## src/rtl/obi_bus_arbiter.sv

```systemverilog
// obi_bus_arbiter: merges the instruction-fetch and LSU OBI request ports onto
// one shared memory port. Round-robin arbitration, address-phase locking, and
// an in-order ID FIFO that routes each response back to its requester.
//
// Handshake: a request transfers on a cycle where mem_req && mem_gnt are both
// high. The source selected for that cycle sees its gnt raised in the same
// cycle. A request that has been presented but not granted is locked, so that
// address and attributes stay stable until the grant. Responses are
// single-cycle mem_rvalid pulses and return in grant order.
module obi_bus_arbiter #(
    parameter int unsigned MaxOutstanding = 2,
    parameter int unsigned CntW           = $clog2(MaxOutstanding + 1)
) (
    input  logic            clock,
    input  logic            reset,

    input  logic            instr_req,
    input  logic [31:0]     instr_addr,
    output logic            instr_gnt,
    output logic            instr_rvalid,
    output logic [31:0]     instr_rdata,
    output logic            instr_err,

    input  logic            data_req,
    input  logic            data_we,
    input  logic [3:0]      data_be,
    input  logic [31:0]     data_addr,
    input  logic [31:0]     data_wdata,
    output logic            data_gnt,
    output logic            data_rvalid,
    output logic [31:0]     data_rdata,
    output logic            data_err,

    output logic            mem_req,
    output logic            mem_we,
    output logic [3:0]      mem_be,
    output logic [31:0]     mem_addr,
    output logic [31:0]     mem_wdata,
    input  logic            mem_gnt,
    input  logic            mem_rvalid,
    input  logic [31:0]     mem_rdata,
    input  logic            mem_err,

    output logic [CntW-1:0] outstanding,
    output logic            resp_underflow
);

    localparam int unsigned PtrW = (MaxOutstanding > 1) ? $clog2(MaxOutstanding) : 1;
    localparam logic [PtrW-1:0] PtrLast = PtrW'(MaxOutstanding - 1);
    localparam logic [CntW-1:0] CntFull = CntW'(MaxOutstanding);

    // Source encoding used by rr_last, lock_src and the ID FIFO.
    localparam logic SrcInstr = 1'b0;
    localparam logic SrcData  = 1'b1;

    logic                      rr_last_q, rr_last_d;
    logic                      locked_q, locked_d;
    logic                      lock_src_q, lock_src_d;
    logic [MaxOutstanding-1:0] id_fifo_q, id_fifo_d;
    logic [PtrW-1:0]           wr_ptr_q, wr_ptr_d;
    logic [PtrW-1:0]           rd_ptr_q, rd_ptr_d;
    logic [CntW-1:0]           cnt_q, cnt_d;
    logic                      underflow_q, underflow_d;

    logic sel;
    logic full;
    logic empty;
    logic grant;
    logic resp_fire;
    logic head_id;

    assign full  = (cnt_q == CntFull);
    assign empty = (cnt_q == '0);

    // Source selection: a locked request keeps its source; otherwise a lone
    // requester wins and a tie goes to whoever was not granted last.
    always_comb begin
        sel = ~rr_last_q;
        if (locked_q) begin
            sel = lock_src_q;
        end else if (instr_req && !data_req) begin
            sel = SrcInstr;
        end else if (data_req && !instr_req) begin
            sel = SrcData;
        end
    end

    // Shared-port request mux; nothing is issued while the ID FIFO is full.
    always_comb begin
        mem_req   = !full && (locked_q || instr_req || data_req);
        mem_addr  = (sel == SrcData) ? data_addr  : instr_addr;
        mem_we    = (sel == SrcData) ? data_we    : 1'b0;
        mem_be    = (sel == SrcData) ? data_be    : 4'hF;
        mem_wdata = (sel == SrcData) ? data_wdata : 32'h0;
    end

    assign grant     = mem_req && mem_gnt;
    assign instr_gnt = grant && (sel == SrcInstr);
    assign data_gnt  = grant && (sel == SrcData);

    // Response routing from the oldest ID; a response with nothing in flight
    // is dropped here and only recorded in the sticky underflow flag.
    always_comb begin
        head_id      = id_fifo_q[rd_ptr_q];
        resp_fire    = mem_rvalid && !empty;
        instr_rvalid = resp_fire && (head_id == SrcInstr);
        data_rvalid  = resp_fire && (head_id == SrcData);
        instr_rdata  = mem_rdata;
        data_rdata   = mem_rdata;
        instr_err    = instr_rvalid && mem_err;
        data_err     = data_rvalid && mem_err;
    end

    assign outstanding    = cnt_q;
    assign resp_underflow = underflow_q;

    // Next-state for arbitration history, lock, ID FIFO and counters.
    always_comb begin
        rr_last_d   = rr_last_q;
        locked_d    = mem_req && !mem_gnt;
        lock_src_d  = sel;
        id_fifo_d   = id_fifo_q;
        wr_ptr_d    = wr_ptr_q;
        rd_ptr_d    = rd_ptr_q;
        cnt_d       = cnt_q;
        underflow_d = underflow_q | (mem_rvalid && empty);

        if (grant) begin
            rr_last_d           = sel;
            id_fifo_d[wr_ptr_q] = sel;
            wr_ptr_d            = (wr_ptr_q == PtrLast) ? '0 : wr_ptr_q + PtrW'(1);
        end
        if (resp_fire) begin
            rd_ptr_d = (rd_ptr_q == PtrLast) ? '0 : rd_ptr_q + PtrW'(1);
        end

        case ({grant, resp_fire})
            2'b10:   cnt_d = cnt_q + CntW'(1);
            2'b01:   cnt_d = cnt_q - CntW'(1);
            default: cnt_d = cnt_q;
        endcase
    end

    // State registers; reset empties the FIFO, drops any lock and lets instr
    // win the first tie.
    always_ff @(posedge clock) begin
        if (reset) begin
            rr_last_q   <= SrcData;
            locked_q    <= 1'b0;
            lock_src_q  <= SrcInstr;
            id_fifo_q   <= '0;
            wr_ptr_q    <= '0;
            rd_ptr_q    <= '0;
            cnt_q       <= '0;
            underflow_q <= 1'b0;
        end else begin
            rr_last_q   <= rr_last_d;
            locked_q    <= locked_d;
            lock_src_q  <= lock_src_d;
            id_fifo_q   <= id_fifo_d;
            wr_ptr_q    <= wr_ptr_d;
            rd_ptr_q    <= rd_ptr_d;
            cnt_q       <= cnt_d;
            underflow_q <= underflow_d;
        end
    end

endmodule
```

## config.mk

```make
export PLATFORM = sky130hd
export DESIGN_NAME = obi_bus_arbiter
export DESIGN_NICKNAME = d
export VERILOG_FILES = /design/src/rtl/obi_bus_arbiter.sv
export SDC_FILE = /design/constraint.sdc
export NUM_CORES = 1
export LEC_CHECK = 0
export ABC_AREA = 0
export CORE_AREA = 2 2 111 113
export CTS_CLUSTER_SIZE = 20
export DETAILED_ROUTE_END_ITERATION = 10
export DIE_AREA = 0 0 113 115
export GPL_TIMING_DRIVEN = 1
export PLACE_DENSITY = 0.57
export SLEW_MARGIN = 20
export SYNTH_ARGS = -nofsm -noshare
export SYNTH_HDL_FRONTEND = slang
export SYNTH_SLANG_ARGS = --single-unit
```

## constraint.sdc

```tcl
create_clock -name clock -period 2.16 [get_ports clock]
set_clock_uncertainty 0.1 [all_clocks]
set_input_delay 0.216 -clock clock [delete_from_list [all_inputs] [get_ports clock]]
set_output_delay 0.216 -clock clock [all_outputs]
set_load 0.02 [all_outputs]
```

# Word level (Yosys, flattened, before mapping)
# Cells that the tools add are included.
[classes]
bitwise_logic = 4
shifts = 0
div = 0
reduce_logical = 23
add_sub_neg = 4
magnitude_cmp = 3
multipliers = 0
n_eq_ne = 3
muxes = 15
[op_table]
columns = ["operator", "count"]
rows = [
  ["$mux 32", 2],
  ["$logic_and 1x1->1", 14],
  ["$mux 1", 9],
  ["$logic_not 1->1", 5],
  ["$eq 2x2->1 const B", 2],
  ["$lt 1x2->1 const B", 2],
  ["$mux 4", 1],
  ["$pmux 2 s2", 1],
  ["$not 1->1", 3],
  ["$add 1x1->1 const B", 2],
  ["$add 2x1->2 const B", 1],
  ["$bwmux 2", 1],
  ["$eq 2x1->1 const B", 1],
  ["$logic_not 2->1", 1],
  ["$logic_or 1x1->1", 2],
  ["$reduce_bool 2->1", 1],
  ["$sub 2x1->2 const B", 1],
  ["$demux 1 s1", 1],
  ["$ge 1x1->1 const B", 1],
  ["$or 1x1->1", 1],
]
[totals]
elab_cells = 60
mem_bits_ro = 0
memories = 0
latchBits = 0
inputBits = 140
output_inout_bits = 143
regBits = 10
mem_bits_rw = 0

# Depth between registers and ports, before layout
# Gate-level depths: netlist of the first run.
[logic_depth]
ltp_word = 7
ltp_mapped = 7
depth_no_buf = 6

# Worst setup path after synthesis of the first run
# No wires, ideal clock.
[synth_timing]
path_kind = "flip-flop to flip-flop"
from = "register cnt_q[0] (netlist: outstanding[0])"
to = "register cnt_q[1] (netlist: outstanding[1])"
setup_ns = 0.071
required_time_ns = 1.989
stages_incl_launch_ff = 7
synth_period_minus_slack_ns = 2.084
arrival_ns = 1.914
n_path_buf = 1
path_slack_ns = 0.076
path_cell_list = "dfxtp_1 -> nor2b_1 -> or3b_1 -> buf_2 -> ha_1 -> or3_1 -> a21oi_1"
[synth_via]
elab_chain_len = 6
elab_cells_between_ends = 13
classes_between = "2 x add/sub; 3 x eq/ne; 1 x mux; 7 x reduce/logical"
[synth_lines]
columns = ["item", "line", "source"]
rows = [
  ["start: declaration", "62", "logic [CntW-1:0] cnt_q, cnt_d;"],
  ["start signal: assignment", "163", "cnt_q <= cnt_d;"],
  ["$eq 2x2->1", "72", "assign full = (cnt_q == CntFull);"],
  ["$logic_not 1->1", "90", "mem_req = !full && (locked_q || instr_req || data_req);"],
  ["$logic_and 1x1->1", "90", ""],
  ["$logic_and 1x1->1", "97", "assign grant = mem_req && mem_gnt;"],
  ["$eq 2x1->1 or $eq 2x2->1 (tied branches)", "137", "case ({grant, resp_fire})"],
  ["$pmux 2 s2 or $reduce_bool 2->1 (tied branches)", "--", ""],
]
# Parallel ways exist; a longest one is shown, timed or not.
# A chain may end at the register's enable or synchronous reset.

# Worst setup path in the final report of the first run
[layout_timing]
from = "register rr_last_q"
to = "output mem_addr[30]"
[layout_via]
elab_chain_len = 5
[layout_lines]
columns = ["item", "line", "source"]
rows = [
  ["start: declaration", "56", "logic rr_last_q, rr_last_d;"],
  ["start signal: assignment", "148", "rr_last_q <= SrcData;"],
  ["start signal: assignment", "157", "rr_last_q <= rr_last_d;"],
  ["$not 1->1", "78", "sel = ~rr_last_q;"],
  ["$mux 1", "83", "end else if (data_req && !instr_req) begin"],
  ["$mux 1", "81", "end else if (instr_req && !data_req) begin"],
  ["$mux 1", "79", "if (locked_q) begin"],
  ["$mux 32", "91", "mem_addr = (sel == SrcData) ? data_addr : instr_addr;"],
  ["end: declaration", "37", "output logic [31:0] mem_addr,"],
]
# Every way passes these cells.

==> run metrics, run 1 <==
status complete, but fails checks; violated checks DRC, setup timing; share of layout cells above drive strength 1 0.328; top-count cell post-synth buf_4; Die X 113 microns; Tmin final between 2 and 2.5 ns; maximum achievable frequency 453 MHz; Clock Tree Buf Depth 2; H-tree depth 1; ys async rst share 0; # clock sinks 10; Worst slew margin 0.703; post-synthesis mux area share 0.279; startpoint class of the critical path flop; Final Cell Area 3390 sq um; slew at the pin closest to its max-slew limit 0.444 ns; Avg Cell Area, Syn 8.88 sq um; largest cells by area after synthesis buf_4 27%, mux2_4 27%, and2_1 12%, dfxtp_1 11%, buf_12 3.4%; first-pass GRT wire length between 10000 and 15000 microns; Synth Cell Area 1760 sq um; Die ar. between 10000 and 15000 sq um; max incr delay on CP 0.33 ns; Place WS -0.510 ns; Root Buffer clkbuf_16; Pins Over Slew Limit 0; Placed Cells incl. Taps 469; Cell Count, Final, Fillers Out 479; kind of critical path flop to primary output; clk_lat worst skew 0.23 ns; Post-Synth XOR/XNOR Area 0.0199; RSZ-0062 raised after global routing yes; via count 1772; area leader, netlist buf_4; smallest setup slack after layout -0.0476 ns; ys flop type dfxtp_1; GP Congestion 0.703; Clock transition at path regs 0.04 ns; type of the worst min-delay path input port to primary output; Worst Setup End Kind primary output; Peak VDD IR 0.581 mV; pin count of the biggest net entering global routing 18; initial antenna violation count 0; clock tree from TritonCTS done; num rows 40; final setup violation count 25; Area Growth Syn to Fin 92.8%; PwrDens 654 nW/um^2; CP cell instances inv_2 -> maj3_2 -> o21a_4 -> bufbuf_16 -> mux2_4 -> buf_4; Hold Vio Cnt, Final 0; Nets 475; Final HPWL DP 5690 microns; GRT overflow 0; GRT Util Overall 0.0972; initial core utilization 0.149; Cells after Synth between 150 and 200; post-synthesis sequential area ratio 0.114; per-cell routed wire length 14.9 microns; yosys warns 0; simple-gate portion of the synthesized area 0.194; compound-cell area share of the yosys netlist 0.0399; max cap viols 0; CP max stage cell dfxtp_2; post-synth top area share 0.273; CTS Buf Count 3; commonest cells in the netlist 64 x buf_4, 33 x and2_1, 32 x mux2_4; Post-DP Area 3340 sq um; post-synthesis register bit count 10; DRT Pass-1 Iters 7; Cell variety after synth 27; P_leak 1.51 nW; via density per instance 3.70; ANT nets after route 0; Arrival @ worst endpoint 1.89 ns; die extent in y 115 microns; Post-Synth Adder-Cell Area 0.0135; Critical Path RT 1.84 ns; # hold bufs at CTS 0; largest family of logic cells by synthesized area buffers and inverters; PortBufs between 150 and 200; Routed Wire Length just over 7000 microns; Post-route DRC 20; DR iter-0 viols 55; I/O pin total 283; vias in the first global route between 1500 and 2000; Post-synth EDFFs 0; Post-Syn Nets 339; worst-path maximum fanout 8; number of diodes 0; fin crit share 1.02; Core Area 11800 sq um; fillers ~1300
[where the power goes]
group | switching [W] | internal (W) | total [W] | leakage [nW]
sequential | 0.0000291 | 0.000231 | 0.000260 | 0.0825
combinational | 0.000728 | 0.000909 | 0.00164 | 1.39
clock | 0.0000793 | 0.000239 | 0.000319 | 0.0370
total | 0.000836 | 0.00138 | 0.00222 | 1.51
[sequential cells by signal, indices dropped and copies added, names as in the netlist]
| name | count |
|---|---|
| wr_ptr_q | 1 |
| lock_src_q | 1 |
| outstanding | 2 |
| resp_underflow | 1 |
| id_fifo_q | 2 |
| rr_last_q | 1 |
| locked_q | 1 |
| rd_ptr_q | 1 |
[placed cells by master, fill, tap and decap left out, drive strengths merged, types with 2 or more instances in the layout]
cell	count
clkdlybuf4s50	113
buf	66
and2	33
mux2	32
clkdlybuf4s15	18
nor2	11
dfxtp	10
dlygate4sd2	7
o21ai	6
nand2b	5
nor2b	4
inv	4
a21oi	3
clkbuf	3
xor2	2
xnor2	2
o41ai	2
[cells by family (layout without fill, tap and decap cells)]
| family | after synthesis | in the layout |
|---|---|---|
| AO/OA/AOI/OAI | 12 | 12 |
| XOR/XNOR | 4 | 4 |
| adder cells (fa/ha/maj) | 2 | 2 |
| buffers and inverters | 78 | 212 |
| flip-flops | 10 | 10 |
| multiplexers | 33 | 33 |
| AND/OR/NAND/NOR | 59 | 59 |
[final timing paths]
kind / end / depth (start not counted) / slack (ns) / startpoint
worst min-delay path: instr_rdata[14] / 0 / 0.33 / mem_rdata[14]
worst max register to register: outstanding[1] / 6 / 0.20 / locked_q
worst max-delay path: mem_addr[30] / 6 / -0.05 / rr_last_q
worst min register to register: id_fifo_q[0] / 1 / 0.37 / wr_ptr_q
[critical path: cells and delay by family, from the launching register on]
kind / cells / cell delay, ns
buffers and inverters: 3 / 0.48
muxes: 1 / 0.30
adders and majority gates: 1 / 0.30
DFF: 1 / 0.33
AOI/OAI and AO/OA: 1 / 0.24
[metrics by stage]
stage           util  TNS [ns]  hold WS (ns)  total power, W
6_report       0.287    -0.564         0.332         0.00222
5_1_grt        0.287     -2.10         0.332         0.00234
4_1_cts        0.280     -1.04         0.332         0.00217
3_5_place_dp   0.283    -30.31         0.332         0.00188
3_3_place_gp   0.283    -29.96         0.332         0.00187
2_1_floorplan      -         0         0.195         0.00130
[routing by layer]
| metal | vias to the layer above | global-route usage | wire, microns |
|---|---|---|---|
| met3 | 5 | 0.0532 | 1070 |
| met1 | 761 | 0.120 | 2830 |
| li1 | 846 | - | - |
| met2 | 160 | 0.154 | 3180 |
| met4 | 0 | 0.0122 | 37 |
| met5 | - | 0 | 0 |
[layout make-up]
cell class                 instances  area, sq um  area share
multi-input combinational        110          973       0.287
timing repair buffer             205         1940       0.572
inverter                           4         15.0     0.00443
sequential                        10          203      0.0598
tap                              147          184      0.0543
clock buffer                       3         75.1      0.0221
[timing repair]
item / in CTS / in global routing
cloned: 3 / 0
setup endpoints to repair: 72 / 51
resized for setup: 233 / 41
pin swaps: 2 / 1
setup buffers: 1 / 3
Note: power is estimated with default switching activity, not from simulation.
==> run 2, diff against run 1 <==
--- a/config.mk
+++ b/config.mk
@@ -5,7 +5,6 @@
 export SDC_FILE = /design/constraint.sdc
 export NUM_CORES = 1
 export LEC_CHECK = 0
-export ABC_AREA = 0
 export CORE_AREA = 2 2 111 113
 export CTS_CLUSTER_SIZE = 20
 export DETAILED_ROUTE_END_ITERATION = 10
==> results of run 2 <==
Final layout, timing and power as in run 1 (identical DEF).
